**src/rtl/freq_div_ctrl.sv**
```systemverilog
// freq_div_ctrl: programmable 2..15 clock divider with 50% duty for odd and even ratios,
// valid/ready ratio loading and glitch-free switching on period boundaries.
module freq_div_ctrl #(
   parameter int DEFAULT_DIV = 3
) (
   input  logic       clk,
   input  logic       rst,
   input  logic       en,
   input  logic       cfg_valid,
   input  logic [3:0] cfg_div,
   output logic       cfg_ready,
   output logic       clk_out,
   output logic       tick,
   output logic [3:0] div_cur,
   output logic       busy,
   output logic       err
);
   typedef enum logic [1:0] {IDLE, RUN, SWITCH} state_t;
   state_t     state_q, state_d;
   logic [3:0] cnt_q, cnt_d, div_q, div_d, pend_q, pend_d;
   logic       err_q, err_d, tick_q, tick_d, pos_hi_q, pos_hi_d, neg_hi_q;
   logic       xfer, legal, tc;
   assign cfg_ready = state_q != SWITCH;
   always_comb begin
      xfer    = cfg_valid && cfg_ready;
      legal   = cfg_div >= 4'd2;
      tc      = cnt_q == div_q - 4'd1;
      state_d = state_q;
      cnt_d   = cnt_q;
      div_d   = div_q;
      pend_d  = pend_q;
      err_d   = err_q | (xfer & ~legal);
      case (state_q)
         IDLE: begin
            cnt_d = 4'd0;
            if (xfer && legal) div_d = cfg_div;
            if (en) state_d = RUN;
         end
         RUN: begin
            cnt_d = tc ? 4'd0 : cnt_q + 4'd1;
            if (xfer && legal) begin
               pend_d  = cfg_div;
               state_d = SWITCH;
            end
            // stopping at this boundary: nothing is in flight, so the ratio applies directly
            if (tc && !en) begin
               state_d = IDLE;
               if (xfer && legal) div_d = cfg_div;
            end
         end
         SWITCH: begin
            cnt_d = tc ? 4'd0 : cnt_q + 4'd1;
            if (tc) begin
               div_d   = pend_q;
               state_d = en ? RUN : IDLE;
            end
         end
         default: state_d = IDLE;
      endcase
      tick_d   = state_d != IDLE && cnt_d == 4'd0;
      pos_hi_d = state_d != IDLE && cnt_d < (div_d >> 1);
   end
   always_ff @(posedge clk or posedge rst) begin
      if (rst) begin
         state_q  <= IDLE;
         cnt_q    <= 4'd0;
         div_q    <= 4'(DEFAULT_DIV);
         pend_q   <= 4'(DEFAULT_DIV);
         err_q    <= 1'b0;
         tick_q   <= 1'b0;
         pos_hi_q <= 1'b0;
      end else begin
         state_q  <= state_d;
         cnt_q    <= cnt_d;
         div_q    <= div_d;
         pend_q   <= pend_d;
         err_q    <= err_d;
         tick_q   <= tick_d;
         pos_hi_q <= pos_hi_d;
      end
   end
   // half-cycle extension only for odd ratios, so the output is a plain OR of two flops
   always_ff @(negedge clk or posedge rst) begin
      if (rst) neg_hi_q <= 1'b0;
      else     neg_hi_q <= pos_hi_q & div_q[0];
   end
   assign clk_out = pos_hi_q | neg_hi_q;
   assign tick    = tick_q;
   assign div_cur = div_q;
   assign busy    = state_q != IDLE;
   assign err     = err_q;
endmodule

```
**config.mk**
```make
export PLATFORM = sky130hd
export DESIGN_NAME = freq_div_ctrl
export DESIGN_NICKNAME = d
export VERILOG_FILES = /design/src/rtl/freq_div_ctrl.sv
export SDC_FILE = /design/constraint.sdc
export NUM_CORES = 1
export LEC_CHECK = 0
export CORE_MARGIN = 8
export CORE_UTILIZATION = 33
export DETAILED_ROUTE_END_ITERATION = 12
export GPL_TIMING_DRIVEN = 0
export RECOVER_POWER = 50
export SYNTH_ARGS = -nofsm -noshare
export SYNTH_HDL_FRONTEND = slang
export SYNTH_SLANG_ARGS = --single-unit
```
**constraint.sdc**
```tcl
create_clock -name clk -period 5 [get_ports clk]
set_input_delay 1 -clock clk [delete_from_list [all_inputs] [get_ports clk]]
set_output_delay 1 -clock clk [all_outputs]
set_load 0.005 [all_outputs]
```
==> results of run 1 <==
==> area by class of cell <==
cell class,instances,area (µm²)
buffer,3,11.3
clock buffer,4,55.1
fill,411,2320
inverter,8,30.0
multi-input combinational,113,821
sequential,18,455
tap,50,62.6
timing repair buffer,16,160
==> metrics by stage <==
step | worst slack [ns] | hold slack (ns) | std cells
finish | 0.199 | 0.461 | 212
global route | 0.147 | 0.498 | 212
CTS | 0.189 | 0.476 | 212
detailed placement | 0.483 | 0.454 | 208
global placement | 0.488 | 0.446 | 208
floorplan | 0.932 | 0.451 | 142
==> sequential cells by signal, summed over array words and instances (netlist names) <==
| name | cells |
|---|---|
| tick | 1 |
| pend_q | 4 |
| err | 1 |
| pos_hi_q | 1 |
| state_q | 2 |
| cnt_q | 4 |
| div_cur | 4 |
| neg_hi_q | 1 |
==> power by group <==
part	switching (µW)	total (µW)	internal (µW)
Sequential	59.9	272	212
Combinational	347	647	299
Clock	52.7	123	70.1
==> layout by cell type, fill, tap and decap left out, types with 2 or more instances in the layout <==
cell type	n
a21oi_1	6
or2_2	2
o2111ai_1	2
dlygate4sd3_1	5
a221oi_1	2
dfstp_2	3
ha_1	8
nand3_1	4
inv_1	8
a31oi_1	2
and2_1	5
a211oi_1	2
dfrtp_1	13
nand2_1	10
clkbuf_8	4
nor3_1	7
o22ai_1	3
xnor2_1	4
clkbuf_1	3
a21o_1	3
o21ai_0	9
nor2b_1	4
mux2_2	3
and3_1	2
nor2_1	7
clkdlybuf4s50_1	11
a221o_1	2
nand2b_1	4
==> logic make-up (layout without fill, tap and decap cells) <==
| group | count (synthesis) | after routing |
|---|---|---|
| flip-flops | 18 | 18 |
| AND/OR/NAND/NOR | 51 | 51 |
| XOR/XNOR | 7 | 7 |
| multiplexers | 3 | 3 |
| adder cells (fa/ha/maj) | 8 | 8 |
| buffers and inverters | 11 | 31 |
| AO/OA/AOI/OAI | 44 | 44 |
==> layer usage <==
metal	vias up	global-route usage
met5	-	0
met4	0	0.0519
met3	4	0.0214
met2	28	0.195
met1	567	0.124
li1	565	-
==> worst paths after layout <==
path / start / to / depth (start not counted)
setup / recovery: neg_hi_q$_DFF_NP0_ / clk_out / 2
hold / removal: err$_DFF_PP0_ / err$_DFF_PP0_ / 1
setup reg to reg: div_cur[1]$_DFF_PP1_ / pos_hi_q$_DFF_PP0_ / 12
hold reg to reg: err$_DFF_PP0_ / err$_DFF_PP0_ / 1
max in group asynchronous: rst / neg_hi_q$_DFF_NP0_ / 2
min in group asynchronous: rst / div_cur[2]$_DFF_PP0_ / 2
==> critical path, stage by stage, from the launching register on <==
cell and delay [ns]:
dfrtn_1 0.32, or2_2 0.26, clkdlybuf4s50_1 0.45
==> run metrics, run 1 <==
total core area 3910 µm²; area delta synth->final 21.1%; RD Place Congestion 0.798; library cell with the largest summed area after synthesis dfrtp_1; count of max-cap constraint violations 0; synthesized net count 158; async set-reset flop share out of synthesis 1.00; required time of the critical path 4.00 ns; detailed router's first-iteration violation count 56; final-report setup violation count 0; routed via count divided by cell count 5.49; Worst slew margin 0.535; Final Max Slew Viols 0; final setup TNS 0 ns; clock latency at the later pin of the worst-skew pair 0.27 ns; synthesized-area fraction occupied by xor and xnor cells 0.0636; Highest Signal Layer met4; number of distinct library cell variants in the gate-level netlist after synthesis 48; most frequent cell after synthesis dfrtp_1; placed wire-length estimate 2630 µm; DRT Wirelength 3350 µm; Die Width 79.2 µm; top cell type's share of synthesized area 0.247; global-route wire length before repair 5510 µm; overall fraction of global-route tracks in use 0.110; total placed instance area 1540 µm²; Clock Path Buffers 2; layout cells sized above 1 0.117; warning count from the yosys run 0; proportion of synthesized chip area in sequential cells 0.346; CTS sink count 18; register clock-pin slew on the reported worst setup and hold paths 0.07 ns; RSZ-0062 raised after global routing false; met3 wirelength from detailed routing 148 µm; Power per Cell Area 653 nW/µm²; Routed WL per cell 15.8 µm; setup fix buffers added after clock tree synthesis 0; clock buffers created by TritonCTS 3; reg2reg setup slack 1.19 ns; routed length on met1 1460 µm; IO buf count 16; maximum level of the CTS H-tree 1; most used standard cells in the synthesized netlist dfrtp_1 (13), nand2_1 (10), o21ai_0 (9), ha_1 (8), inv_1 (8); detailed-routing iteration count for the pre-antenna-repair pass 4; fraction of synthesized area in multiplexers 0.0256; drc violations 0; total inserted antenna cells 0; area of all placed cells without fillers 1600 µm²; synthesis-stage register bit count 18; CTS tree built; critical path endpoint category output pin; critical path arrival 3.80 ns; DR vias 1164; synthesized instance count 142; run status finished clean; EDFF count, synth 0; largest fanout on the critical path 1; dominant combinational cell family by area after synthesis compound AO/OA/AOI/OAI gates; Boundary Pins 17; antenna-violating nets left 0; cts repair resizes 0; fraction of the mapped netlist area in simple logic gates 0.217; CTS Root Buffer Type clkbuf_8; Post-synth top flop dfrtp_1; routed wire length on met2 1690 µm; compound-cell area share of the yosys netlist 0.241; worst-margin pin slew 0.697 ns; number of cell rows 23; die height 79.2 µm; Final Core Density 0.408; post-synthesis adder-cell area fraction 0.0760; post-synthesis area per instance 9.28 µm²; startpoint-to-endpoint class of the critical path reg -> out; via count of the first global-routing pass 1182; starting utilization of the core area 0.337; Die Outline Area 6270 µm²; pin count of the biggest net entering global routing 19; largest cells by area after synthesis dfrtp_1 (25%), dfstp_2 (8.0%), ha_1 (7.6%); antenna violations before repair 0; remaining global-route overflow 0; Setup crit start kind flip-flop; Final Power 1040 µW; final number of hold-violating endpoints 0; Clock Skews 0.0145 ns; Synth Cell Area 1320 µm²; worst min-delay path category reg -> reg; static leakage 0.000653 µW; Max rail drop VDD 0.000263 V; number of nets in the layout 179; Hold-fix buffers, CTS 0
Note: power is estimated with default switching activity, not from simulation.
==> run 2: changes to the inputs <==
==> constraint.sdc (replaced) <==
create_clock -name clk -period 4.5 [get_ports clk]
set_input_delay 0.9 -clock clk [delete_from_list [all_inputs] [get_ports clk]]
set_output_delay 0.9 -clock clk [all_outputs]
set_load 0.005 [all_outputs]
==> run metrics, run 2 (same netlist as run 1, synthesis figures left out) <==
largest fanout on the critical path 1; detailed router's first-iteration violation count 56; die height 79.2 µm; Clock Skews 0.0145 ns; worst min-delay path category reg -> reg; internal power component 645 µW; critical path endpoint category output pin; Die Outline Area 6270 µm²; Max rail drop VDD 0.000293 V; Worst slew margin 0.535; via count of the first global-routing pass 1182; critical path arrival 3.25 ns; Routed WL per cell 15.8 µm; CTS tree built; area delta synth->final 21.3%; number of nets in the layout 179; Setup crit start kind flip-flop; pin count of the biggest net entering global routing 19; Power per Cell Area 723 nW/µm²; RSZ-0062 raised after global routing false; global-route wire length before repair 5510 µm; antenna-violating nets left 0; remaining global-route overflow 0; startpoint-to-endpoint class of the critical path reg -> out; capturing point of the worst reg2reg path pos_hi_q$_DFF_PP0_; most frequent standard cell in the layout excluding fill and tap cells dfrtp_1; CTS Root Buffer Type clkbuf_8; reg2reg setup slack 0.69 ns; total inserted antenna cells 0; number of cell rows 23; origin of the worst min-delay path err$_DFF_PP0_; maximum level of the CTS H-tree 1; Boundary Pins 17; antenna violations before repair 0; required time of the critical path 3.60 ns; most frequent cells in the layout dfrtp_1 (13), nand2_1 (10), clkdlybuf4s50_1 (10); RD Place Congestion 0.798; detailed-routing iteration count for the pre-antenna-repair pass 4; Die Width 79.2 µm; final-report setup violation count 0; drc violations 0; register clock-pin slew on the reported worst setup and hold paths 0.07 ns; starting utilization of the core area 0.337; static leakage 0.000666 µW; hold endpoint err$_DFF_PP0_; final setup TNS 0 ns; clock latency at the later pin of the worst-skew pair 0.27 ns; clock network power share 0.118; area of all placed cells without fillers 1600 µm²; switching power summed over all nets 511 µW; R2R depth 12; CTS sink count 18; Clock Path Buffers 2; FF-to-FF Start div_cur[1]$_DFF_PP1_; count of max-cap constraint violations 0; Hold Crit Depth 1; power share of the combinational group 0.620; Hold-fix buffers, CTS 0; total placed instance area 1540 µm²; routed via count divided by cell count 5.49; layout cells sized above 1 0.117; worst-margin pin slew 0.697 ns; IO buf count 16; total core area 3910 µm²; Final Core Density 0.408; Flop pwr share 0.262; DRT Wirelength 3350 µm; clock buffers created by TritonCTS 3; run status finished clean; final number of hold-violating endpoints 0; switching share of power 0.442; Final Power 1160 µW; overall fraction of global-route tracks in use 0.110; Final Max Slew Viols 0; DR vias 1164; placed wire-length estimate 2630 µm
run 2: cell types whose count changed in the layout (fill, tap and decap cells not counted):
cell	before	now
clkdlybuf4s50_1	11	10
dlymetal6s2s_1	0	1
run 2: worst max-delay path by stage:
stage          cells past startpoint                from  endpoint  slack (ns)
2_1_floorplan                      1  neg_hi_q$_DFF_NP0_   clk_out        0.78
3_3_place_gp                       2  neg_hi_q$_DFF_NP0_   clk_out        0.34
3_5_place_dp                       2  neg_hi_q$_DFF_NP0_   clk_out        0.33
4_1_cts                            2  neg_hi_q$_DFF_NP0_   clk_out        0.04
5_1_grt                            2  neg_hi_q$_DFF_NP0_   clk_out        0.30
6_report                           2  neg_hi_q$_DFF_NP0_   clk_out        0.35
run 2: timing repair:
action,4_1_cts,5_1_grt
buffers inserted,0,0
resized for setup,0,1
endpoints found under the setup margin,0,1
run 2: power groups by stage:
stage / clock network (µW) / logic, µW / registers, µW
after floorplan: 0 / 522 / 288
after global placement: 0 / 696 / 303
after detailed placement: 0 / 719 / 306
after CTS: 141 / 727 / 304
after global routing: 148 / 800 / 311
final: 136 / 717 / 302
run 2: critical path, stage by stage (launching register included):
cell            delay, ns
dfrtn_1              0.32
or2_2                0.26
dlymetal6s2s_1       0.15
run 2: through the flow:
step	setup WS, ns	hold slack (ns)	std cells
2_1_floorplan	0.782	0.451	142
3_3_place_gp	0.338	0.446	208
3_5_place_dp	0.333	0.454	208
4_1_cts	0.0391	0.476	212
5_1_grt	0.302	0.498	212
6_report	0.349	0.461	212
run 2: cell type report:
type                       count  area, µm²
buffer                         3       11.3
sequential                    18        455
multi-input combinational    113        821
timing repair buffer          16        163
tap                           50       62.6
fill                         411       2320
clock buffer                   4       55.1
inverter                       8       30.0
run 2: routing by layer:
| metal | vias to the layer above | wire length, µm | track usage |
|---|---|---|---|
| met5 | - | 0 | 0 |
| met4 | 0 | 58 | 0.0519 |
| met3 | 4 | 148 | 0.0214 |
| met2 | 28 | 1690 | 0.195 |
| met1 | 567 | 1460 | 0.124 |
| li1 | 565 | - | - |
==> run 3: changes to the inputs <==
--- a/config.mk
+++ b/config.mk
@@ -8,7 +8,7 @@
 export CORE_MARGIN = 8
 export CORE_UTILIZATION = 33
 export DETAILED_ROUTE_END_ITERATION = 12
-export GPL_TIMING_DRIVEN = 0
+export DONT_BUFFER_PORTS = 1
 export RECOVER_POWER = 50
 export SYNTH_ARGS = -nofsm -noshare
 export SYNTH_HDL_FRONTEND = slang
==> run metrics, run 3 (same netlist as run 1, synthesis figures left out) <==
pre-CTS worst setup slack 0.768 ns; placed wire-length estimate 2370 µm; Worst slew margin 0.334; antenna-violating nets left 0; most frequent standard cell in the layout excluding fill and tap cells dfrtp_1; IO buf count 0; worst path setup slack after routing 0.486 ns; Clock Path Buffers 2; register clock-pin slew on the reported worst setup and hold paths 0.06 ns; DR vias 1109; cts repair resizes 0; DRT Wirelength 3090 µm; fill cell total of the finished layout 410; antenna violations before repair 0; launching element of the worst setup path neg_hi_q$_DFF_NP0_; setup fix buffers added after clock tree synthesis 0; Routed WL per cell 15.9 µm; die height 79.2 µm; RSZ-0062 raised after global routing false; most frequent cells in the layout dfrtp_1 (13), nand2_1 (10), o21ai_0 (9); via count of the first global-routing pass 1045; static leakage 0.000594 µW; final setup TNS 0 ns; Die Width 79.2 µm; Setup crit start kind flip-flop; starting utilization of the core area 0.337; drc violations 0; Final Max Slew Viols 0; maximum level of the CTS H-tree 1; Max rail drop VDD 0.000253 V; critical path arrival 3.11 ns; detailed router's first-iteration violation count 48; worst-margin pin slew 1.00 ns; Highest Signal Layer met4; cell with the largest stage delay on the worst path dfrtn_1; met3 wirelength from detailed routing 188 µm; critical path endpoint category output pin; number of cell rows 23; run status finished clean; count of max-cap constraint violations 0; chain of cells forming the critical path or2_2; global-route wire length before repair 4990 µm; total core area 3910 µm²; critical path's top delay family flip-flops; number of nets in the layout 162; clock latency at the later pin of the worst-skew pair 0.27 ns; total inserted antenna cells 0; origin of the worst min-delay path pend_q[3]$_DFFE_PP0P_; final number of hold-violating endpoints 0; pin count of the biggest net entering global routing 24; Boundary Pins 17; RD Place Congestion 0.784; clock buffers created by TritonCTS 3; required time of the critical path 3.60 ns; CTS sink count 18; detailed-routing iteration count for the pre-antenna-repair pass 4; largest fanout on the critical path 1; number of buffers and inverters on the critical path 0; Die Outline Area 6270 µm²; area delta synth->final 8.93%; routed via count divided by cell count 5.69; CTS Root Buffer Type clkbuf_8; Hold-fix buffers, CTS 0; FF-to-FF Start div_cur[1]$_DFF_PP1_; worst min-delay path category reg -> reg; routed length on met1 1320 µm; startpoint-to-endpoint class of the critical path reg -> out; CTS tree built; overall fraction of global-route tracks in use 0.0998; largest stage delay on the critical path 0.32 ns; Power per Cell Area 758 nW/µm²; Clock Skews 0.0156 ns; final-report setup violation count 0; remaining global-route overflow 0; routed wire length on met2 1500 µm; layout cells sized above 1 0.145
## run 3: layout make-up
class | count | area (µm²) | share of cell area
Timing Repair Buffer | 2 | 11.3 | 0.00785
Inverter | 8 | 30.0 | 0.0209
Tap cell | 50 | 62.6 | 0.0436
Multi-Input combinational cell | 113 | 821 | 0.572
Sequential cell | 18 | 455 | 0.317
Clock buffer | 4 | 55.1 | 0.0384
## run 3: worst register-to-register path, delay by kind of cell (launching register included)
family | cells | cell delay, ns
XOR/XNOR | 1 | 0.24
buffers and inverters | 2 | 0.25
flip-flops | 1 | 0.59
AND/OR/NAND/NOR | 5 | 0.87
adder cells (fa/ha/maj) | 2 | 0.60
AO/OA/AOI/OAI | 4 | 0.91
## run 3: report_power, final
group	switching [µW]	internal (µW)	leakage, µW
combinational	360	284	0.000346
clock	57.2	77.9	0.0000288
sequential	70.5	238	0.000219
total	488	600	0.000594
## run 3: final timing paths
check,to,slack (ns),cells after the start
setup reg to reg,pos_hi_q$_DFF_PP0_,0.91,14
hold / removal,pend_q[3]$_DFFE_PP0P_,0.50,1
hold reg to reg,pend_q[3]$_DFFE_PP0P_,0.50,1
max in group asynchronous,neg_hi_q$_DFF_NP0_,0.92,2
min in group asynchronous,err$_DFF_PP0_,0.82,2
setup / recovery,clk_out,0.49,1
## run 3: through the flow
stage | instance area (µm²) | cells | util | total power (µW) | hold WS (ns)
2_1_floorplan | 1320 | 142 | - | 810 | 0.451
5_1_grt | 1440 | 195 | 0.367 | 1170 | 0.521
6_report | 1440 | 195 | 0.367 | 1090 | 0.499
3_5_place_dp | 1380 | 191 | 0.354 | 952 | 0.487
3_3_place_gp | 1380 | 191 | 0.354 | 935 | 0.481
4_1_cts | 1440 | 195 | 0.368 | 1100 | 0.503
## run 3: routing by layer
metal	GRT usage	up-vias
met1	0.113	541
met4	0.0556	0
met3	0.0282	7
met2	0.165	33
met5	0	-
li1	-	528
